--- src/rtl/uart_pkg.sv ---
// Shared UART definitions: receiver state encoding, line levels and default oversampling.
package uart_pkg;

    localparam int OVS_DEFAULT       = 16;
    localparam int DATA_BITS_DEFAULT = 8;

    typedef logic [2:0] state_t;

    localparam state_t IDLE  = 3'd0;
    localparam state_t START = 3'd1;
    localparam state_t DATA  = 3'd2;
    localparam state_t STOP  = 3'd3;
    localparam state_t BREAK = 3'd4;

    localparam logic LINE_IDLE = 1'b1;
    localparam logic START_BIT = 1'b0;

endpackage

--- src/rtl/bit_sync.sv ---
// Two-flop synchronizer for a single asynchronous bit; 2 clk latency, no backpressure.
// RST_VAL sets the flop reset value so an idle-high line does not look active out of reset.
module bit_sync #(
    parameter logic RST_VAL = 1'b1
) (
    input  logic clk,
    input  logic n_rst,
    input  logic d_i,
    output logic q_o
);

    logic meta_q;
    logic sync_q;

    always_ff @(posedge clk or negedge n_rst) begin
        if (!n_rst) begin
            meta_q <= RST_VAL;
            sync_q <= RST_VAL;
        end else begin
            meta_q <= d_i;
            sync_q <= meta_q;
        end
    end

    assign q_o = sync_q;

endmodule

--- src/rtl/uart_rx.sv ---
// Oversampling UART receiver; rx_valid rises on the rxen tick that samples a good stop bit.
// No backpressure: a byte completing while rx_valid is high overwrites rx_data and sets sticky overrun.
module uart_rx
    import uart_pkg::*;
#(
    parameter int OVS       = OVS_DEFAULT,
    parameter int DATA_BITS = DATA_BITS_DEFAULT
) (
    input  logic                 clk,
    input  logic                 n_rst,
    input  logic                 rxd,
    input  logic                 rxen,
    input  logic                 rx_ack,
    output logic [DATA_BITS-1:0] rx_data,
    output logic                 rx_valid,
    output logic                 frame_err,
    output logic                 overrun,
    output logic                 rx_busy
);

    localparam int TW = $clog2(OVS);
    localparam int BW = $clog2(DATA_BITS + 1);

    localparam logic [TW-1:0] TICK_MID = TW'(OVS / 2 - 1);
    localparam logic [TW-1:0] TICK_END = TW'(OVS - 1);
    localparam logic [BW-1:0] BIT_LAST = BW'(DATA_BITS - 1);

    logic rxd_s;

    bit_sync #(
        .RST_VAL(LINE_IDLE)
    ) u_rxd_sync (
        .clk  (clk),
        .n_rst(n_rst),
        .d_i  (rxd),
        .q_o  (rxd_s)
    );

    state_t                state_q, state_d;
    logic [TW-1:0]         tick_q, tick_d;
    logic [BW-1:0]         bit_q, bit_d;
    logic [DATA_BITS-1:0]  shift_q, shift_d;
    logic [DATA_BITS-1:0]  rx_data_q, rx_data_d;
    logic                  rx_valid_q, rx_valid_d;
    logic                  overrun_q, overrun_d;
    logic                  frame_err_q, frame_err_d;

    logic tick_clr, tick_inc;
    logic bit_clr, bit_inc;
    logic shift_en;
    logic byte_done;
    logic stop_bad;
    logic busy;

    always_ff @(posedge clk or negedge n_rst) begin
        if (!n_rst) begin
            state_q <= IDLE;
        end else begin
            state_q <= state_d;
        end
    end

    always_comb begin
        state_d = state_q;
        if (rxen) begin
            case (state_q)
                IDLE: begin
                    if (rxd_s == START_BIT) state_d = START;
                end
                START: begin
                    if (tick_q == TICK_MID) state_d = (rxd_s == START_BIT) ? DATA : IDLE;
                end
                DATA: begin
                    if (tick_q == TICK_END && bit_q == BIT_LAST) state_d = STOP;
                end
                STOP: begin
                    if (tick_q == TICK_END) state_d = (rxd_s == LINE_IDLE) ? IDLE : BREAK;
                end
                BREAK: begin
                    // A line held low after a bad stop must go high before we rearm.
                    if (rxd_s == LINE_IDLE) state_d = IDLE;
                end
                default: state_d = IDLE;
            endcase
        end
    end

    always_comb begin
        tick_clr  = 1'b0;
        tick_inc  = 1'b0;
        bit_clr   = 1'b0;
        bit_inc   = 1'b0;
        shift_en  = 1'b0;
        byte_done = 1'b0;
        stop_bad  = 1'b0;
        busy      = (state_q != IDLE);
        if (rxen) begin
            case (state_q)
                IDLE: begin
                    tick_clr = (rxd_s == START_BIT);
                end
                START: begin
                    if (tick_q == TICK_MID) begin
                        tick_clr = 1'b1;
                        bit_clr  = 1'b1;
                    end else begin
                        tick_inc = 1'b1;
                    end
                end
                DATA: begin
                    if (tick_q == TICK_END) begin
                        tick_clr = 1'b1;
                        shift_en = 1'b1;
                        bit_inc  = 1'b1;
                    end else begin
                        tick_inc = 1'b1;
                    end
                end
                STOP: begin
                    if (tick_q == TICK_END) begin
                        tick_clr  = 1'b1;
                        byte_done = (rxd_s == LINE_IDLE);
                        stop_bad  = (rxd_s != LINE_IDLE);
                    end else begin
                        tick_inc = 1'b1;
                    end
                end
                default: begin
                end
            endcase
        end
    end

    always_comb begin
        tick_d = tick_q;
        if (tick_clr)      tick_d = '0;
        else if (tick_inc) tick_d = tick_q + 1'b1;

        bit_d = bit_q;
        if (bit_clr)      bit_d = '0;
        else if (bit_inc) bit_d = bit_q + 1'b1;

        // Right shift so the first (LSB) bit on the wire ends up in bit 0.
        shift_d = shift_q;
        if (shift_en) shift_d = {rxd_s, shift_q[DATA_BITS-1:1]};

        rx_data_d   = rx_data_q;
        rx_valid_d  = rx_valid_q;
        overrun_d   = overrun_q;
        frame_err_d = stop_bad;
        if (byte_done) begin
            rx_data_d  = shift_q;
            rx_valid_d = 1'b1;
            overrun_d  = !rx_ack && (rx_valid_q || overrun_q);
        end else if (rx_ack && rx_valid_q) begin
            rx_valid_d = 1'b0;
            overrun_d  = 1'b0;
        end
    end

    always_ff @(posedge clk or negedge n_rst) begin
        if (!n_rst) begin
            tick_q      <= '0;
            bit_q       <= '0;
            shift_q     <= '0;
            rx_data_q   <= '0;
            rx_valid_q  <= 1'b0;
            overrun_q   <= 1'b0;
            frame_err_q <= 1'b0;
        end else begin
            tick_q      <= tick_d;
            bit_q       <= bit_d;
            shift_q     <= shift_d;
            rx_data_q   <= rx_data_d;
            rx_valid_q  <= rx_valid_d;
            overrun_q   <= overrun_d;
            frame_err_q <= frame_err_d;
        end
    end

    assign rx_data   = rx_data_q;
    assign rx_valid  = rx_valid_q;
    assign overrun   = overrun_q;
    assign frame_err = frame_err_q;
    assign rx_busy   = busy;

endmodule

--- config.mk ---
export PLATFORM = sky130hd
export DESIGN_NAME = uart_rx
export DESIGN_NICKNAME = d
export VERILOG_FILES = /design/src/rtl/uart_pkg.sv /design/src/rtl/bit_sync.sv /design/src/rtl/uart_rx.sv
export SDC_FILE = /design/constraint.sdc
export NUM_CORES = 1
export LEC_CHECK = 0
export ABC_CLOCK_PERIOD_IN_PS = 1600
export CORE_ASPECT_RATIO = 0.9
export CORE_MARGIN = 8
export CORE_UTILIZATION = 49
export DETAILED_ROUTE_END_ITERATION = 6
export PLACE_DENSITY = 0.74
export SYNTH_ARGS = -nofsm -noshare
export SYNTH_HDL_FRONTEND = slang
export SYNTH_HIERARCHICAL = 1
export SYNTH_SLANG_ARGS = --single-unit
--- constraint.sdc ---
create_clock -name clk -period 1.6 [get_ports clk]
set_input_delay 0.32 -clock clk [delete_from_list [all_inputs] [get_ports clk]]
set_output_delay 0.32 -clock clk [all_outputs]
set_load 0.01 [all_outputs]
==> flow_summary.yaml <==
sta:
  min_period_over_period_pct: 97.4
  setup_violations: 0
  tightestPinTransition_ns: 0.345
  slew-limit-headroom_pct: 76.7
  drv_slew: 0
  post-route-worst-setup-slack_ns: 0.0417
  hold_viol: 0
  tns_ns: 0
  worst_clock_skew_ns: 0.0116
  max_freq_mhz: 642
  finalCriticalPeriod_ns: 1.56
setup_path:
  worst_setup_path_endpoint: "state_q[0]"
  path_class: "reg -> reg"
  worst_r2r_endpoint: "state_q[0]"
  regToRegSetupSlack_ns: 0.04
  timing.rr.start: "tick_q[1]"
  worstPathBufferInverterCount: 1
  cp_cell_sequence: "ha_4, nand4_4, buf_4, o32ai_2, nand2_1, o21ai_0"
  critical_path_peak_fanout: 6
  worstPathRequired_ns: 1.84
  reg2reg_depth: 6
  cp_data_arrival_time_ns: 1.79
  cp-start-kind: "flip-flop"
  sort_of_element_at_the_end_of_the_critical_path: "flip-flop"
  worstSetupPathDepth: 6
  crit_path_top_delay_cell: "sky130_fd_sc_hd__dfrtp_2"
  crit_path_max_incr_delay_ns: 0.42
  worstSetupStartpoint: "tick_q[1]"
  critical-path-top-delay-family: "compound AO/OA/AOI/OAI gates"
routing:
  antenna_violating_nets_post_route: 0
  detail_route.drc_violations: 0
  detail_route.first_pass.iterations: 4
  totalWireLength_um: 2930
  routed_via_density: 5.25
  post_drt_wl_per_cell_um: 14.6
  via_count: 1056
  detailedRoute.firstIterationViolations: 48
final_layout:
  area.growth.synth_to_final_pct: 35.1
  antennaDiodeCount: 0
  fin_nets: 166
  layout_commonest_cell: "sky130_fd_sc_hd__dfrtp_1"
  post_layout_cell_count: 201
  final_cell_mix: "sky130_fd_sc_hd__dfrtp_1, sky130_fd_sc_hd__buf_4, sky130_fd_sc_hd__mux2_2"
  fraction_of_layout_instances_using_a_drive_strength_above_1_pct: 37.1
synth:
  yosys_warnings: 6
  syn_avg_cell_area_um2: 12.3
  netlist_area_um2: 1470
  synth_seq_cells: 32
  synth-async-reset-ratio_pct: 100
  synth_enable_flop_cells: 0
  synth_seq_area_share_pct: 54.5
  postSynthCellCount: 120
  mappedNetlistNets: 128
  postSynth.topFlopCell: "sky130_fd_sc_hd__dfrtp_1"
  yosysUniqueCellTypes: 42
floorplanning:
  fp.dieH_um: 68.0
  die_w_um: 73.8
  fp-row-count: 19
  fp.dieArea_um2: 5020
  design.portCount: 17
  core_um2: 2970
  initial_utilization_pct: 49.6
worst_hold_path:
  worstHoldPathType: "in -> async"
clock_tree:
  clk_pin_slew_worst_paths_ns: 0.10
  cts_max_path_buffers: 2
  clk_latency_ns: 0.33
  tritoncts: "done"
  cts.root.buffer_cell: "sky130_fd_sc_hd__clkbuf_4"
  cts_max_level: 2
  clock-sinks: 32
  numCtsBuffers: 5
  cts_hold_buf: 0
global_route:
  maximum_number_of_pins_on_one_net_before_global_route_repair: 33
  grt_antenna_before_repair: 0
  grt_util_all_layers_pct: 12.8
  grt_overflow: 0
  vias_in_the_first_global_route: 1006
  grt_pass1_wl_um: 4730
placement:
  dpl_worst_slack_ns: -0.256
  post-dp-hpwl_um: 2000
  dp_cells: 190
  port_buffers: 16
  gp_congestion: 0.773
outcome:
  outcome: "complete, no violations"
pwr:
  static-leakage-power_uw: 0.00103
  power-per-cell-area_nw_per_um2: 1150
  power.ir.vdd_worst_uv: 723
job:
  cap_viol_max_count: 0
## cell families after synthesis
family	synth area share, %
buf+inv	2.97
fa+ha+maj	2.55
mux	12.9
simple gates	15.6
compound gates	9.60
xor+xnor	1.78
flops	54.5
## worst min-delay path by stage
stage                           endpoint  slack (ns)
after floorplan                 bit_q[0]        0.02
after global placement    u_rxd_sync/q_o        0.35
after detailed placement  u_rxd_sync/q_o        0.35
after CTS                       bit_q[1]        0.34
after global routing            bit_q[1]        0.34
final                           bit_q[1]        0.34
## report_power, final
part           internal, uW  leakage [uW]  switching, uW  total, uW
sequential              921      0.000420            132       1050
clock                   327     0.0000422            262        590
combinational           325      0.000563            329        654
total                  1570       0.00103            723       2300
## repair_timing
action	in CTS	in global routing
pin swaps	0	2
endpoints found under the hold margin	0	0
gates resized for setup	6	17
buffers inserted	0	3
endpoints found under the setup margin	19	29
## cells in the mapped netlist, types with 2 or more instances
cell type                  number  area [um2]
sky130_fd_sc_hd__nand2b_1       4        25.0
sky130_fd_sc_hd__nor2_1         7        26.3
sky130_fd_sc_hd__buf_2          2        10.0
sky130_fd_sc_hd__ha_1           3        37.5
sky130_fd_sc_hd__a21oi_1        3        15.0
sky130_fd_sc_hd__o21ai_0        7        35.0
sky130_fd_sc_hd__dfstp_2        2        52.6
sky130_fd_sc_hd__mux2_2        16         180
sky130_fd_sc_hd__xnor2_1        3        26.3
sky130_fd_sc_hd__buf_4          2        15.0
sky130_fd_sc_hd__dfrtp_1       30         751
sky130_fd_sc_hd__inv_1          4        15.0
sky130_fd_sc_hd__nor3_1         4        20.0
sky130_fd_sc_hd__nor4_1         2        12.5
sky130_fd_sc_hd__nand2_1        3        11.3
sky130_fd_sc_hd__nand3_1        2        10.0
## flip-flops by register name (all words and copies together), names as in the netlist
| register | flops |
|---|---|
| u_rxd_sync/meta_q | 1 |
| tick_q | 4 |
| frame_err | 1 |
| rx_valid | 1 |
| u_rxd_sync/q_o | 1 |
| overrun | 1 |
| rx_data | 8 |
| state_q | 3 |
| bit_q | 4 |
| shift_q | 8 |
## area by class of cell
cell class                 count  area [um2]
clock inverter                 2        35.0
multi-input combinational     79         691
sequential                    32         805
timing repair buffer          36         350
fill                         220         982
tap                           42        52.6
clock buffer                   6        41.3
inverter                       4        15.0
## metal layers
metal	GRT usage (%)	vias up	share of wire, %
met4	9.70	0	2.3
met3	3.37	5	4.1
li1	-	511	-
met5	0	-	0
met1	14.9	522	45
met2	20.0	18	48
## metrics by stage
step	util (%)	power, uW	hold slack (ns)	cell area [um2]
detailed placement	61.3	1680	0.352	1820
floorplan	-	1440	0.0244	1490
CTS	63.7	2260	0.337	1890
global route	66.9	2420	0.337	1990
finish	66.9	2300	0.336	1990
global placement	61.3	1650	0.347	1820
(Power assumes the default switching activity.)
